===== config.mk =====
export PLATFORM = sky130hd
export DESIGN_NAME = boa_pmu_ctrl_flat
export DESIGN_NICKNAME = d
export VERILOG_FILES = /design/src/rtl/boa_pmu_ctrl_if.sv /design/src/rtl/boa_pmu_ctrl.sv /design/src/flat_wrapper.sv
export SDC_FILE = /design/constraint.sdc
export NUM_CORES = 1
export LEC_CHECK = 0
export CAP_MARGIN = 10
export CORE_MARGIN = 10
export CORE_UTILIZATION = 37
export DETAILED_ROUTE_END_ITERATION = 6
export GPL_ROUTABILITY_DRIVEN = 0
export PLACE_DENSITY_LB_ADDON = 0.3
export SLEW_MARGIN = 25
export SYNTH_ARGS = -nofsm -noshare
export SYNTH_HDL_FRONTEND = slang
export SYNTH_SLANG_ARGS = --single-unit

===== constraint.sdc =====
create_clock -name clk -period 5.97 [get_ports clk]
set_input_delay 0.8955 -clock clk [delete_from_list [all_inputs] [get_ports clk]]
set_output_delay 0.8955 -clock clk [all_outputs]
set_load 0.05 [all_outputs]

===== src/rtl/boa_pmu_ctrl_if.sv =====
// PMU bus bundle between the core-side PMU registers and the reset/power sequencer.
// The sequencer takes the slave view; the core or testbench drives the master view.
interface boa_pmu_ctrl_if;
    logic       req_shdn;
    logic       req_rst;
    logic       bus_idle;
    logic       cpu_rst;
    logic       shdn;
    logic       btn_evt;
    logic [1:0] state;
    logic [1:0] rst_cause;

    modport master (
        output req_shdn, req_rst, bus_idle,
        input  cpu_rst, shdn, btn_evt, state, rst_cause
    );

    modport slave (
        input  req_shdn, req_rst, bus_idle,
        output cpu_rst, shdn, btn_evt, state, rst_cause
    );
endinterface


===== src/rtl/boa_pmu_ctrl.sv =====
// Power-management and reset sequencer: min-width core reset, button debounce, drain-before-gate, wake.
// Optional RTC wake timer is enabled by defining BOA_PMU_WAKE_TIMER_EN.
module boa_pmu_ctrl #(
    parameter int RST_CYCLES      = 16,
    parameter int DRAIN_CYCLES    = 8,
    parameter int DEBOUNCE_CYCLES = 50000
) (
    input  logic          clk,
    input  logic          rst_n,
    input  logic          btn_raw,
    boa_pmu_ctrl_if.slave pmb
`ifdef BOA_PMU_WAKE_TIMER_EN
    ,
    input  logic          rtc_tick,
    input  logic [31:0]   wake_ticks
`endif
);

    localparam int RW = $clog2(RST_CYCLES + 1);
    localparam int CW = $clog2(DRAIN_CYCLES + 1);
    localparam int DW = $clog2(DEBOUNCE_CYCLES + 1);

    typedef enum logic [1:0] {
        S_RESET = 2'd0,
        S_RUN   = 2'd1,
        S_DRAIN = 2'd2,
        S_SHDN  = 2'd3
    } state_t;

    logic          sync1, sync2, btn_db, btn_evt_q;
    logic [DW-1:0] db_cnt;
    logic          db_flip;

    // The counter never holds DEBOUNCE_CYCLES: the increment that would reach it flips instead.
    assign db_flip = (sync2 != btn_db) && (db_cnt == DW'(DEBOUNCE_CYCLES - 1));

    always_ff @(posedge clk or negedge rst_n) begin
        if (!rst_n) begin
            sync1     <= 1'b0;
            sync2     <= 1'b0;
            btn_db    <= 1'b0;
            db_cnt    <= '0;
            btn_evt_q <= 1'b0;
        end else begin
            sync1     <= btn_raw;
            sync2     <= sync1;
            btn_evt_q <= db_flip & ~btn_db;
            if (sync2 == btn_db) begin
                db_cnt <= '0;
            end else if (db_flip) begin
                btn_db <= ~btn_db;
                db_cnt <= '0;
            end else begin
                db_cnt <= db_cnt + DW'(1);
            end
        end
    end

    state_t        state_q, state_d;
    logic [RW-1:0] rcnt_q, rcnt_d;
    logic [CW-1:0] dcnt_q, dcnt_d;
    logic [1:0]    cause_q, cause_d, cause_new;
    logic          cpu_rst_q, shdn_q;
    logic          enter_rst, wake_req;

`ifdef BOA_PMU_WAKE_TIMER_EN
    logic [31:0] wcnt_q, wcnt_d;
    assign wake_req = btn_evt_q || (rtc_tick && (wcnt_q == 32'd1));
`else
    assign wake_req = btn_evt_q;
`endif

    always_ff @(posedge clk or negedge rst_n) begin
        if (!rst_n) begin
            state_q   <= S_RESET;
            rcnt_q    <= RW'(RST_CYCLES);
            dcnt_q    <= '0;
            cause_q   <= 2'd0;
            cpu_rst_q <= 1'b1;
            shdn_q    <= 1'b0;
`ifdef BOA_PMU_WAKE_TIMER_EN
            wcnt_q    <= '0;
`endif
        end else begin
            state_q   <= state_d;
            rcnt_q    <= rcnt_d;
            dcnt_q    <= dcnt_d;
            cause_q   <= cause_d;
            // Outputs follow the next state so they change on the same edge as the transition.
            cpu_rst_q <= (state_d == S_RESET);
            shdn_q    <= (state_d == S_SHDN);
`ifdef BOA_PMU_WAKE_TIMER_EN
            wcnt_q    <= wcnt_d;
`endif
        end
    end

    always_comb begin
        state_d   = state_q;
        rcnt_d    = rcnt_q;
        dcnt_d    = dcnt_q;
        cause_d   = cause_q;
        enter_rst = 1'b0;
        cause_new = cause_q;
`ifdef BOA_PMU_WAKE_TIMER_EN
        wcnt_d    = wcnt_q;
`endif
        case (state_q)
            S_RESET: begin
                if (rcnt_q <= RW'(1)) state_d = S_RUN;
                else                  rcnt_d  = rcnt_q - RW'(1);
            end
            S_RUN: begin
                if (btn_evt_q) begin
                    enter_rst = 1'b1;
                    cause_new = 2'd2;
                end else if (pmb.req_rst) begin
                    enter_rst = 1'b1;
                    cause_new = 2'd1;
                end else if (pmb.req_shdn) begin
                    state_d = S_DRAIN;
                    dcnt_d  = CW'(DRAIN_CYCLES);
                end
            end
            S_DRAIN: begin
                if (btn_evt_q) begin
                    enter_rst = 1'b1;
                    cause_new = 2'd2;
                end else if (pmb.req_rst) begin
                    enter_rst = 1'b1;
                    cause_new = 2'd1;
                end else if ((dcnt_q == '0) && pmb.bus_idle) begin
                    state_d = S_SHDN;
`ifdef BOA_PMU_WAKE_TIMER_EN
                    wcnt_d  = wake_ticks;
`endif
                end else if (dcnt_q != '0) begin
                    dcnt_d = dcnt_q - CW'(1);
                end
            end
            S_SHDN: begin
                if (wake_req) begin
                    enter_rst = 1'b1;
                    cause_new = 2'd3;
                end
`ifdef BOA_PMU_WAKE_TIMER_EN
                // A zero count never reaches the 1->0 step, so wake_ticks=0 leaves only the button.
                else if (rtc_tick && (wcnt_q != 32'd0)) begin
                    wcnt_d = wcnt_q - 32'd1;
                end
`endif
            end
            default: state_d = S_RESET;
        endcase
        if (enter_rst) begin
            state_d = S_RESET;
            rcnt_d  = RW'(RST_CYCLES);
            cause_d = cause_new;
        end
    end

    assign pmb.cpu_rst   = cpu_rst_q;
    assign pmb.shdn      = shdn_q;
    assign pmb.btn_evt   = btn_evt_q;
    assign pmb.state     = state_q;
    assign pmb.rst_cause = cause_q;

endmodule


===== src/flat_wrapper.sv =====
// flat-port wrapper written by rule: the top's interface ports become plain ports
module boa_pmu_ctrl_flat 
#(
    parameter int RST_CYCLES      = 16,
    parameter int DRAIN_CYCLES    = 8,
    parameter int DEBOUNCE_CYCLES = 50000
)
  (clk, rst_n, btn_raw, pmb_req_shdn, pmb_req_rst, pmb_bus_idle, pmb_cpu_rst, pmb_shdn, pmb_btn_evt, pmb_state, pmb_rst_cause);
  boa_pmu_ctrl_if pmb_i ();
  input  logic clk;
  input  logic rst_n;
  input  logic btn_raw;
  input wire logic [$bits(pmb_i.req_shdn)-1:0] pmb_req_shdn;
  input wire logic [$bits(pmb_i.req_rst)-1:0] pmb_req_rst;
  input wire logic [$bits(pmb_i.bus_idle)-1:0] pmb_bus_idle;
  output wire logic [$bits(pmb_i.cpu_rst)-1:0] pmb_cpu_rst;
  output wire logic [$bits(pmb_i.shdn)-1:0] pmb_shdn;
  output wire logic [$bits(pmb_i.btn_evt)-1:0] pmb_btn_evt;
  output wire logic [$bits(pmb_i.state)-1:0] pmb_state;
  output wire logic [$bits(pmb_i.rst_cause)-1:0] pmb_rst_cause;
  assign pmb_i.req_shdn = pmb_req_shdn;
  assign pmb_i.req_rst = pmb_req_rst;
  assign pmb_i.bus_idle = pmb_bus_idle;
  assign pmb_cpu_rst = pmb_i.cpu_rst;
  assign pmb_shdn = pmb_i.shdn;
  assign pmb_btn_evt = pmb_i.btn_evt;
  assign pmb_state = pmb_i.state;
  assign pmb_rst_cause = pmb_i.rst_cause;
  boa_pmu_ctrl #(.RST_CYCLES(RST_CYCLES), .DRAIN_CYCLES(DRAIN_CYCLES), .DEBOUNCE_CYCLES(DEBOUNCE_CYCLES)) u_core (.clk(clk), .rst_n(rst_n), .btn_raw(btn_raw), .pmb(pmb_i));
endmodule

==> results of run 1 <==
==> area by class of cell <==
| class | instances | area share |
|---|---|---|
| multi-input cells | 130 | 0.424 |
| flip-flops and latches | 35 | 0.415 |
| repair buffers | 14 | 0.0638 |
| well taps | 67 | 0.0396 |
| clock buffers | 6 | 0.0343 |
| inverters | 10 | 0.0177 |
| clock inverters | 2 | 0.00591 |
==> how the worst max path moves through the flow <==
stage / from / end / slack [ps] / cells after the start
after detailed placement: pmb_req_rst / u_core.pmb.shdn$_DFF_PN0_ / 3250 / 5
after floorplan: u_core.pmb.state[0]$_DFF_PN0_ / u_core.dcnt_q[2]$_DFFE_PN0P_ / 3740 / 7
final: u_core.pmb.btn_evt$_DFF_PN0_ / pmb_btn_evt / 3400 / 1
after CTS: u_core.pmb.btn_evt$_DFF_PN0_ / pmb_btn_evt / 3380 / 1
after global placement: pmb_req_rst / u_core.pmb.shdn$_DFF_PN0_ / 3260 / 5
after global routing: u_core.pmb.btn_evt$_DFF_PN0_ / pmb_btn_evt / 3350 / 1
==> flip-flops by register name (all words and copies together), names as in the netlist, 2 cells and up <==
signal and cells:
u_core.db_cnt 16, u_core.pmb.rst_cause 2, u_core.dcnt_q 4, u_core.pmb.state 2, u_core.rcnt_q 5
==> per-layer routing <==
metal / vias up / GRT usage / part of all wire
met1: 631 / 0.112 / 0.48
li1: 670 / - / -
met5: - / 0 / 0
met4: 0 / 0.0544 / 0.025
met3: 7 / 0.0233 / 0.037
met2: 26 / 0.136 / 0.45
==> report_power, final <==
group | internal (mW) | total (mW) | switching, mW
Combinational | 0.127 | 0.311 | 0.184
Sequential | 0.285 | 0.328 | 0.0428
Clock | 0.0815 | 0.167 | 0.0859
Total | 0.494 | 0.806 | 0.312
==> kinds of logic (layout without fill, tap and decap cells) <==
kind of cell | Yosys count | after routing | share of synthesized area
compound gates | 28 | 28 | 0.121
flops | 35 | 35 | 0.479
simple gates | 75 | 75 | 0.216
buf+inv | 14 | 32 | 0.0314
xor+xnor | 15 | 15 | 0.0716
mux | 3 | 3 | 0.0191
fa+ha+maj | 9 | 9 | 0.0614
==> synth_stat cells, types with 4 or more instances <==
cell type  instances
dfrtp_1           33
nor2_1            26
xnor2_1           13
inv_1             10
ha_1               9
nand2_1            9
nand3_1            9
o21ai_0            7
nor3_1             5
nor4_1             5
nand3b_1           4
nand4_1            4
==> through the flow <==
stage / util / hold WS (ps) / area [um^2] / power (mW) / std cells
6_report: 0.446 / 353 / 2120 / 0.806 / 264
3_3_place_gp: 0.428 / 332 / 2030 / 0.640 / 256
4_1_cts: 0.446 / 356 / 2120 / 0.814 / 264
2_1_floorplan: - / 331 / 1830 / 0.562 / 179
3_5_place_dp: 0.428 / 339 / 2030 / 0.643 / 256
5_1_grt: 0.446 / 376 / 2120 / 0.874 / 264
==> metrics.md, run 1 <==
| Metric | Value |
|---|---|
| Worst setup SP type | `flip-flop` |
| Leading register cell type out of synthesis | `dfrtp_1` |
| Synth top area share | `0.450` |
| Worst Path Max Fanout | `9` |
| CP delay by family, top | `buffers and inverters` |
| Fraction of layout cells with a size suffix above 1 | `0.107` |
| Worst Skew | `between 5 and 6 ps` |
| R2R Path End | `u_core.pmb.shdn$_DFF_PN0_` |
| Vias in the first global route | `approximately 1,300` |
| Pwr dens | `approximately 380 nW/um^2` |
| Die ar. | `approximately 8200 um^2` |
| Final TNS setup | `0 ps` |
| Setup crit end kind | `primary output` |
| Worst hold path startpoint | `u_core.sync1$_DFF_PN0_` |
| Post-synth ARST share | `1.00` |
| Final-report hold violation count | `0` |
| TritonCTS clock tree | `yes` |
| Sequential share of the synthesized area | `0.479` |
| WP data required | `5070 ps` |
| GRT Util Overall | `0.0900` |
| IO Port Bufs | `12` |
| DR WL/cell | `13.0 um` |
| Die Y | `between 90 and 100 um` |
| Final setup viols | `0` |
| Area growth, synth to finish | `15.5%` |
| # fillers | `~470` |
| Worst-Skew Late Latency | `~290 ps` |
| Number of antenna violations at the first check in global routing | `0` |
| Largest net degree at the start of global routing | `36` |
| Tightest Hold Check Type | `flip-flop to flip-flop` |
| Hold_buf cts | `0` |
| Post_cts resized | `0` |
| Critical path arrival | `1680 ps` |
| Most frequent cells in the layout | `dfrtp_1, nor2_1, xnor2_1` |
| WP buf/inv | `1` |
| Register area | `878 um^2` |
| ANT nets after route | `0` |
| Peak VDD IR | `0.178 mV` |
| Post-Syn Nets | `between 150 and 200` |
| Hold EP | `u_core.sync2$_DFF_PN0_` |
| Slew margin rel. | `0.512` |
| Root buffer selected by CTS | `clkbuf_8` |
| Die W | `around 90 um` |
| Io pins | `13` |
| Crit-path cells | `clkdlybuf4s50_1` |
| Detailed Route Iter0 Violations | `61` |
| Clock Path Buffers | `2` |
| Crit path largest cell delay | `between 800 and 900 ps` |
| Post-DP HPWL | `~2.4 mm` |
| Final WL | `3.43 mm` |
| Unrepaired setup endpoints after global routing | `false` |
| Maximum capacitance violations | `0` |
| Most common cell after layout, fill and taps aside | `dfrtp_1` |
| Vias per inst | `between 5 and 6` |
| Initial DRT Pass Iterations | `4` |
| R2R Setup Slk | `~3800 ps` |
| Area of the multi-input gates | `about 900 um^2` |
| Setup bufs post-CTS | `0` |
| RR Startpoint | `u_core.pmb.state[0]$_DFF_PN0_` |
| Hold depth | `0` |
| DRC Markers | `0` |
| Area leader, netlist | `dfrtp_1` |
| Ant. Diodes | `0` |
| Tmin final | `between 2000 and 3000 ps` |
| Worst-Margin Slew | `about 730 ps` |
| Post-synthesis area per instance | `about 10 um^2` |
| Number of synthesized flops with an enable pin | `0` |
| FF+latch count, synth | `35` |
| Grt total ovfl | `0` |
| Clk pin slew, worst setup/hold paths | `approximately 70 ps` |
| Cells after Synth | `179` |
| R2R cell count | `6` |
| P_leak | `0.857 nW` |
| First-pass GRT wire length | `6.01 mm` |
| Std cell rows | `25` |
| Dpl ws | `between 3000 and 4000 ps` |
| H-tree Lvls | `2` |
| Highest clock rate | `~400 MHz` |
| Synth unique cells | `47` |
| Setup WS post-layout | `about 3400 ps` |
| Status | `completed` |
| Pins Over Slew Limit | `0` |
| Fin nets | `211` |
| Num CTS Buffers | `5` |
| Ys Warns | `0` |
| Starting density of the core | `0.386` |
| Synth top area cells | `dfrtp_1, xnor2_1, ha_1, nor2_1, dfstp_2` |
| WS Path Type | `flip-flop to primary output` |
| Sink Count | `35` |
| Core Area | `about 4800 um^2` |
| Via count | `approximately 1,300` |
| Post-Syn Area | `1830 um^2` |
| Slowest stage cell on the critical path | `clkdlybuf4s50_1` |
| Final Cycle Share | `0.431` |
Note: power is estimated with default switching activity, not from simulation.
==> run 2, diff against run 1 <==
==> constraint.sdc (replaced) <==
create_clock -name clk -period 2.6 [get_ports clk]
set_input_delay 0.39 -clock clk [delete_from_list [all_inputs] [get_ports clk]]
set_output_delay 0.39 -clock clk [all_outputs]
set_load 0.05 [all_outputs]
==> run 2 against run 1 <==
  * Core utilization is 0.24 points higher
  * Total power is 130% higher
  * Cell area is 0.53% higher
  * Routed wire length is 0.35% lower
  * Non-clock buffer count is 2 higher
  * Worst setup slack worse by 2900 ps
  * Count of clock-buffer cells in the layout is 1 higher
  * Final cell count is 0.76% higher
  * Highest routed layer unchanged
==> metrics.md, run 2 (same netlist as run 1, synthesis figures left out) <==
| Metric | Value |
|---|---|
| Status | `completed` |
| Io pins | `13 (unchanged)` |
| Worst Skew | `1.40 ps (-3.93 ps)` |
| Largest net degree at the start of global routing | `36 (unchanged)` |
| R2R Setup Slk | `470 ps (-3330 ps)` |
| Total power | `1.86 mW (+130%)` |
| Starting density of the core | `0.386 (unchanged)` |
| Vias per inst | `4.96 (-1.9%)` |
| Final-report hold violation count | `0 (unchanged)` |
| Die Y | `90.4 um (unchanged)` |
| Crit-path cells | `inv_1 -> ha_1 -> or4b_2 -> a2bb2oi_1 -> o32ai_1 -> nor2_1` |
| Final TNS setup | `0 ps (unchanged)` |
| Fin nets | `213 (+0.95%)` |
| Most frequent cells in the layout | `dfrtp_1, nor2_1, xnor2_1` |
| Post_cts resized | `0 (unchanged)` |
| CP delay by family, top | `simple AND/OR/NAND/NOR gates` |
| Slowest stage cell on the critical path | `or4b_2` |
| Num CTS Buffers | `5 (unchanged)` |
| Setup crit end kind | `flip-flop` |
| Die ar. | `8170 um^2 (unchanged)` |
| Max reg flops | `16 (unchanged)` |
| DRC Markers | `0 (unchanged)` |
| Final setup viols | `0 (unchanged)` |
| Final Cycle Share | `0.819` |
| WP buf/inv | `1 (unchanged)` |
| Worst Path Max Fanout | `10 (+1)` |
| Regs by FF count | `u_core.db_cnt (16), u_core.rcnt_q (5), u_core.dcnt_q (4)` |
| TritonCTS clock tree | `yes` |
| Ant. Diodes | `0 (unchanged)` |
| Number of antenna violations at the first check in global routing | `0 (unchanged)` |
| Setup WS post-layout | `472 ps (-2930 ps)` |
| Detailed Route Iter0 Violations | `83 (+36%)` |
| Root buffer selected by CTS | `clkbuf_8` |
| Slew margin rel. | `0.521 (+0.00883)` |
| Maximum capacitance violations | `0 (unchanged)` |
| Initial DRT Pass Iterations | `4 (unchanged)` |
| Unrepaired setup endpoints after global routing | `false` |
| Grt total ovfl | `0 (unchanged)` |
| First-pass GRT wire length | `6.15 mm (+2.4%)` |
| H-tree Lvls | `2 (unchanged)` |
| Worst setup SP type | `flip-flop` |
| Top reg by flops | `u_core.db_cnt` |
| Area growth, synth to finish | `16.1%` |
| ANT nets after route | `0 (unchanged)` |
| Clock Path Buffers | `2 (unchanged)` |
| Worst-Margin Slew | `713 ps (-13.1 ps)` |
| GRT Util Overall | `0.0888 (-0.00117)` |
| Worst hold path startpoint | `u_core.sync1$_DFF_PN0_` |
| Worst-Skew Late Latency | `280 ps (about the same)` |
| Tmin final | `approximately 2100 ps` |
| Via count | `1,319 (-1.1%)` |
| Std cell rows | `25 (unchanged)` |
| Crit path largest cell delay | `620 ps (-250 ps)` |
| Peak VDD IR | `0.340 mV (+91%)` |
| Sink Count | `35 (unchanged)` |
| WP data required | `2800 ps (-2270 ps)` |
| Highest clock rate | `approximately 470 MHz` |
| Core Area | `4750 um^2 (unchanged)` |
| Pins Over Slew Limit | `0 (unchanged)` |
| P_leak | `0.867 nW (+1.2%)` |
| Fin cells | `266 (+0.76%)` |
| DR WL/cell | `12.8 um (-1.1%)` |
| Tightest Hold Check Type | `flip-flop to flip-flop` |
| Fraction of layout cells with a size suffix above 1 | `0.111 (+0.00395)` |
| Vias in the first global route | `1,310 (+1.3%)` |
| Die W | `90.4 um (unchanged)` |
| IO Port Bufs | `12 (unchanged)` |
| Hold_buf cts | `0 (unchanged)` |
| Post-DP HPWL | `2.35 mm (-3.0%)` |
| Worst hold margin | `350 ps (-2.48 ps)` |
| RR Startpoint | `u_core.pmb.state[0]$_DFF_PN0_` |
| Final WL | `3.42 mm (-0.35%)` |
| WS Path Type | `flip-flop to flip-flop` |
| Pwr dens | `874 nW/um^2 (+130%)` |
| Dpl cells | `258 (+0.78%)` |
| Clk pin slew, worst setup/hold paths | `70 ps (about the same)` |
| Dpl ws | `387 ps (-2860 ps)` |
| Setup bufs post-CTS | `0 (unchanged)` |
| Critical path arrival | `2330 ps (+650 ps)` |
| Crit path from | `u_core.pmb.state[0]$_DFF_PN0_` |
| Most common cell after layout, fill and taps aside | `dfrtp_1` |
[run 2: power by group]
group          switching [mW]  internal, mW  leakage [nW]  total [mW]
Sequential             0.0961         0.654         0.455       0.750
Combinational           0.425         0.306         0.370       0.731
Clock                   0.191         0.188        0.0422       0.379
[run 2: worst paths after layout]
kind,endpoint,cells after the start
setup / recovery,u_core.pmb.cpu_rst$_DFF_PN1_,6
hold / removal,u_core.sync2$_DFF_PN0_,0
setup reg to reg,u_core.pmb.cpu_rst$_DFF_PN1_,6
hold reg to reg,u_core.sync2$_DFF_PN0_,0
max in group asynchronous,u_core.rcnt_q[4]$_DFFE_PN1P_,2
min in group asynchronous,u_core.dcnt_q[0]$_DFFE_PN0P_,2
[run 2: worst reg2reg max path, delay by kind of cell (launching register included)]
family	cells	cell delay (ps)
AND/OR/NAND/NOR	2	710
AO/OA/AOI/OAI	2	390
adder cells (fa/ha/maj)	1	390
flip-flops	1	420
buffers and inverters	1	150
[run 2: metal layers]
layer	GRT usage	wire, um
met5	0	0
met4	0.0358	42
met3	0.0258	91
met2	0.140	1600
met1	0.111	1680
[run 2: cell type report]
cell class | count | area [um^2]
fillers | 467 | 2630
flip-flops and latches | 35 | 878
clock buffers | 7 | 76.3
inverters | 10 | 37.5
well taps | 67 | 83.8
repair buffers | 16 | 150
multi-input cells | 130 | 898
clock inverters | 1 | 5.00
[run 2: per-stage QoR]
| step | util | area (um^2) |
|---|---|---|
| finish | 0.448 | 2130 |
| floorplan | - | 1830 |
| CTS | 0.448 | 2130 |
| global placement | 0.431 | 2050 |
| detailed placement | 0.431 | 2050 |
| global route | 0.448 | 2130 |
==> run 3, diff against run 2 <==
==> constraint.sdc (replaced) <==
create_clock -name clk -period 1.9 [get_ports clk]
set_input_delay 0.285 -clock clk [delete_from_list [all_inputs] [get_ports clk]]
set_output_delay 0.285 -clock clk [all_outputs]
set_load 0.05 [all_outputs]
==> run 3 against run 2 <==
  * Clock skew rose by 2.8 ps
  * Via count rose by 3.4%
  * Core utilization rose by 2.8 points
  * Final cell count rose by 3.8%
  * Critical endpoint is now pmb_state[0]
==> metrics.md, run 3 (same netlist as run 1, synthesis figures left out) <==
| Metric | Value |
|---|---|
| Die ar. | `8170 um^2 (unchanged)` |
| Area growth, synth to finish | `23.4%` |
| Fraction of layout cells with a size suffix above 1 | `0.220 (+0.110)` |
| Die W | `90.4 um (unchanged)` |
| Final setup viols | `0 (unchanged)` |
| Slew margin rel. | `0.667 (+0.146)` |
| Worst Path Max Fanout | `4 (-6)` |
| Worst-Margin Slew | `499 ps (-214 ps)` |
| Setup crit end kind | `primary output` |
| Crit path largest cell delay | `820 ps (+200 ps)` |
| Hold depth | `0 (unchanged)` |
| Register area | `882 um^2 (+0.43%)` |
| Core Area | `4750 um^2 (unchanged)` |
| Final core occ | `0.476 (+0.0282)` |
| WS Path Type | `flip-flop to primary output` |
| DR WL/cell | `12.7 um (-1.2%)` |
| DRC Markers | `0 (unchanged)` |
| First-pass GRT wire length | `6.11 mm (-0.67%)` |
| Pwr dens | `1210 nW/um^2 (+38%)` |
| Top reg by flops | `u_core.db_cnt` |
| Tmin final | `approximately 1800 ps` |
| Tightest Hold Check Type | `flip-flop to flip-flop` |
| Starting density of the core | `0.386 (unchanged)` |
| H-tree Lvls | `2 (unchanged)` |
| Clock Path Buffers | `2 (unchanged)` |
| WP depth | `1 (-5)` |
| Final WL | `3.51 mm (+2.5%)` |
| Final Cycle Share | `0.948` |
| Pins Over Slew Limit | `0 (unchanged)` |
| Worst setup SP type | `flip-flop` |
| Clk pin slew, worst setup/hold paths | `70 ps (about the same)` |
| Num CTS Buffers | `5 (unchanged)` |
| Most frequent cells in the layout | `dfrtp_1, nor2_1, buf_4` |
| Final-report hold violation count | `0 (unchanged)` |
| ANT nets after route | `0 (unchanged)` |
| Vias in the first global route | `1,326 (+1.2%)` |
| Highest clock rate | `between 500 and 600 MHz` |
| Worst-Skew Late Latency | `280 ps (about the same)` |
| Io pins | `13 (unchanged)` |
| Fin cells | `276 (+3.8%)` |
| Unrepaired setup endpoints after global routing | `false` |
| Detailed Route Iter0 Violations | `80 (-3.6%)` |
| Number of antenna violations at the first check in global routing | `0 (unchanged)` |
| Dpl cells | `268 (+3.9%)` |
| Largest net degree at the start of global routing | `36 (unchanged)` |
| Most common cell after layout, fill and taps aside | `dfrtp_1` |
| Root buffer selected by CTS | `clkbuf_8` |
| Total power | `2.73 mW (+47%)` |
| Post-DP HPWL | `2.58 mm (+9.7%)` |
| Std cell rows | `25 (unchanged)` |
| IO Port Bufs | `12 (unchanged)` |
| Via count | `1,364 (+3.4%)` |
| Maximum capacitance violations | `0 (unchanged)` |
| WP data required | `1620 ps (-1180 ps)` |
| Initial DRT Pass Iterations | `4 (unchanged)` |
| Sink Count | `35 (unchanged)` |
| Ant. Diodes | `0 (unchanged)` |
| Max reg flops | `16 (unchanged)` |
| Vias per inst | `4.94 (-0.34%)` |
| Slowest stage cell on the critical path | `clkdlybuf4s50_1` |
| WP buf/inv | `1 (unchanged)` |
| Die Y | `90.4 um (unchanged)` |
| Worst hold margin | `366 ps (+16.1 ps)` |
| Area of the multi-input gates | `953 um^2 (+6.1%)` |
| Peak VDD IR | `0.688 mV (+100%)` |
| R2R cell count | `4 (-2)` |
| CP delay by family, top | `buffers and inverters` |
| Critical path arrival | `1520 ps (-810 ps)` |
| TritonCTS clock tree | `yes` |
| Fin nets | `223 (+4.7%)` |
| Regs by FF count | `u_core.db_cnt (16), u_core.rcnt_q (5), u_core.dcnt_q (4)` |
| GRT Util Overall | `0.0896 (+0.000750)` |
| Crit-path cells | `clkdlybuf4s50_1` |
| Worst Skew | `4.19 ps (+2.79 ps)` |
| # fillers | `456 (-2.4%)` |
| Grt total ovfl | `0 (unchanged)` |
| P_leak | `0.934 nW (+7.7%)` |
| Status | `completed` |
run 3: routing by layer:
metal	track usage	up-vias	wire, um
met1	0.113	657	1760
met2	0.138	11	1620
met3	0.0266	2	80
li1	-	694	-
met5	0	-	0
met4	0.0398	0	40
run 3: area by class of cell:
class / count / share of cell area
clock inverters: 3 / 0.00663
flip-flops and latches: 35 / 0.390
well taps: 67 / 0.0370
inverters: 10 / 0.0177
repair buffers: 26 / 0.0973
multi-input cells: 130 / 0.421
clock buffers: 5 / 0.0304
run 3: final timing paths:
| kind | startpoint | end | slack, ps |
|---|---|---|---|
| min in group asynchronous | rst_n | u_core.pmb.shdn$_DFF_PN0_ | 400 |
| max | u_core.pmb.state[0]$_DFF_PN0_ | pmb_state[0] | 100 |
| max reg2reg | u_core.db_cnt[4]$_DFF_PN0_ | u_core.btn_db$_DFFE_PN0P_ | 120 |
| max in group asynchronous | rst_n | u_core.rcnt_q[4]$_DFFE_PN1P_ | 1160 |
| min reg2reg | u_core.sync1$_DFF_PN0_ | u_core.sync2$_DFF_PN0_ | 370 |
| min | u_core.sync1$_DFF_PN0_ | u_core.sync2$_DFF_PN0_ | 370 |
run 3: timing repair:
action                                  in CTS  in global routing
buffers inserted                             0                  0
endpoints found under the hold margin        0                  0
hold buffers                                 0                  0
endpoints found under the setup margin       0                  1
resized for setup                            0                  1
run 3: worst reg2reg max path, cell delays in order (launching register included):
cell and delay (ps):
dfrtp_1 390, nor4_1 270, nand3b_1 150, or4_4 550, mux2_4 310
run 3: stage by stage:
stage,area [um^2],setup slack (ps),setup TNS (ps)
2_1_floorplan,1910,0.763,0
3_3_place_gp,2170,-117,-189
3_5_place_dp,2170,-143,-279
4_1_cts,2260,76.7,0
5_1_grt,2260,23.3,0
6_report,2260,99.5,0
run 3: power by group:
group | switching, mW | internal [mW]
Combinational | 0.632 | 0.540
Clock | 0.260 | 0.250
Sequential | 0.150 | 0.898
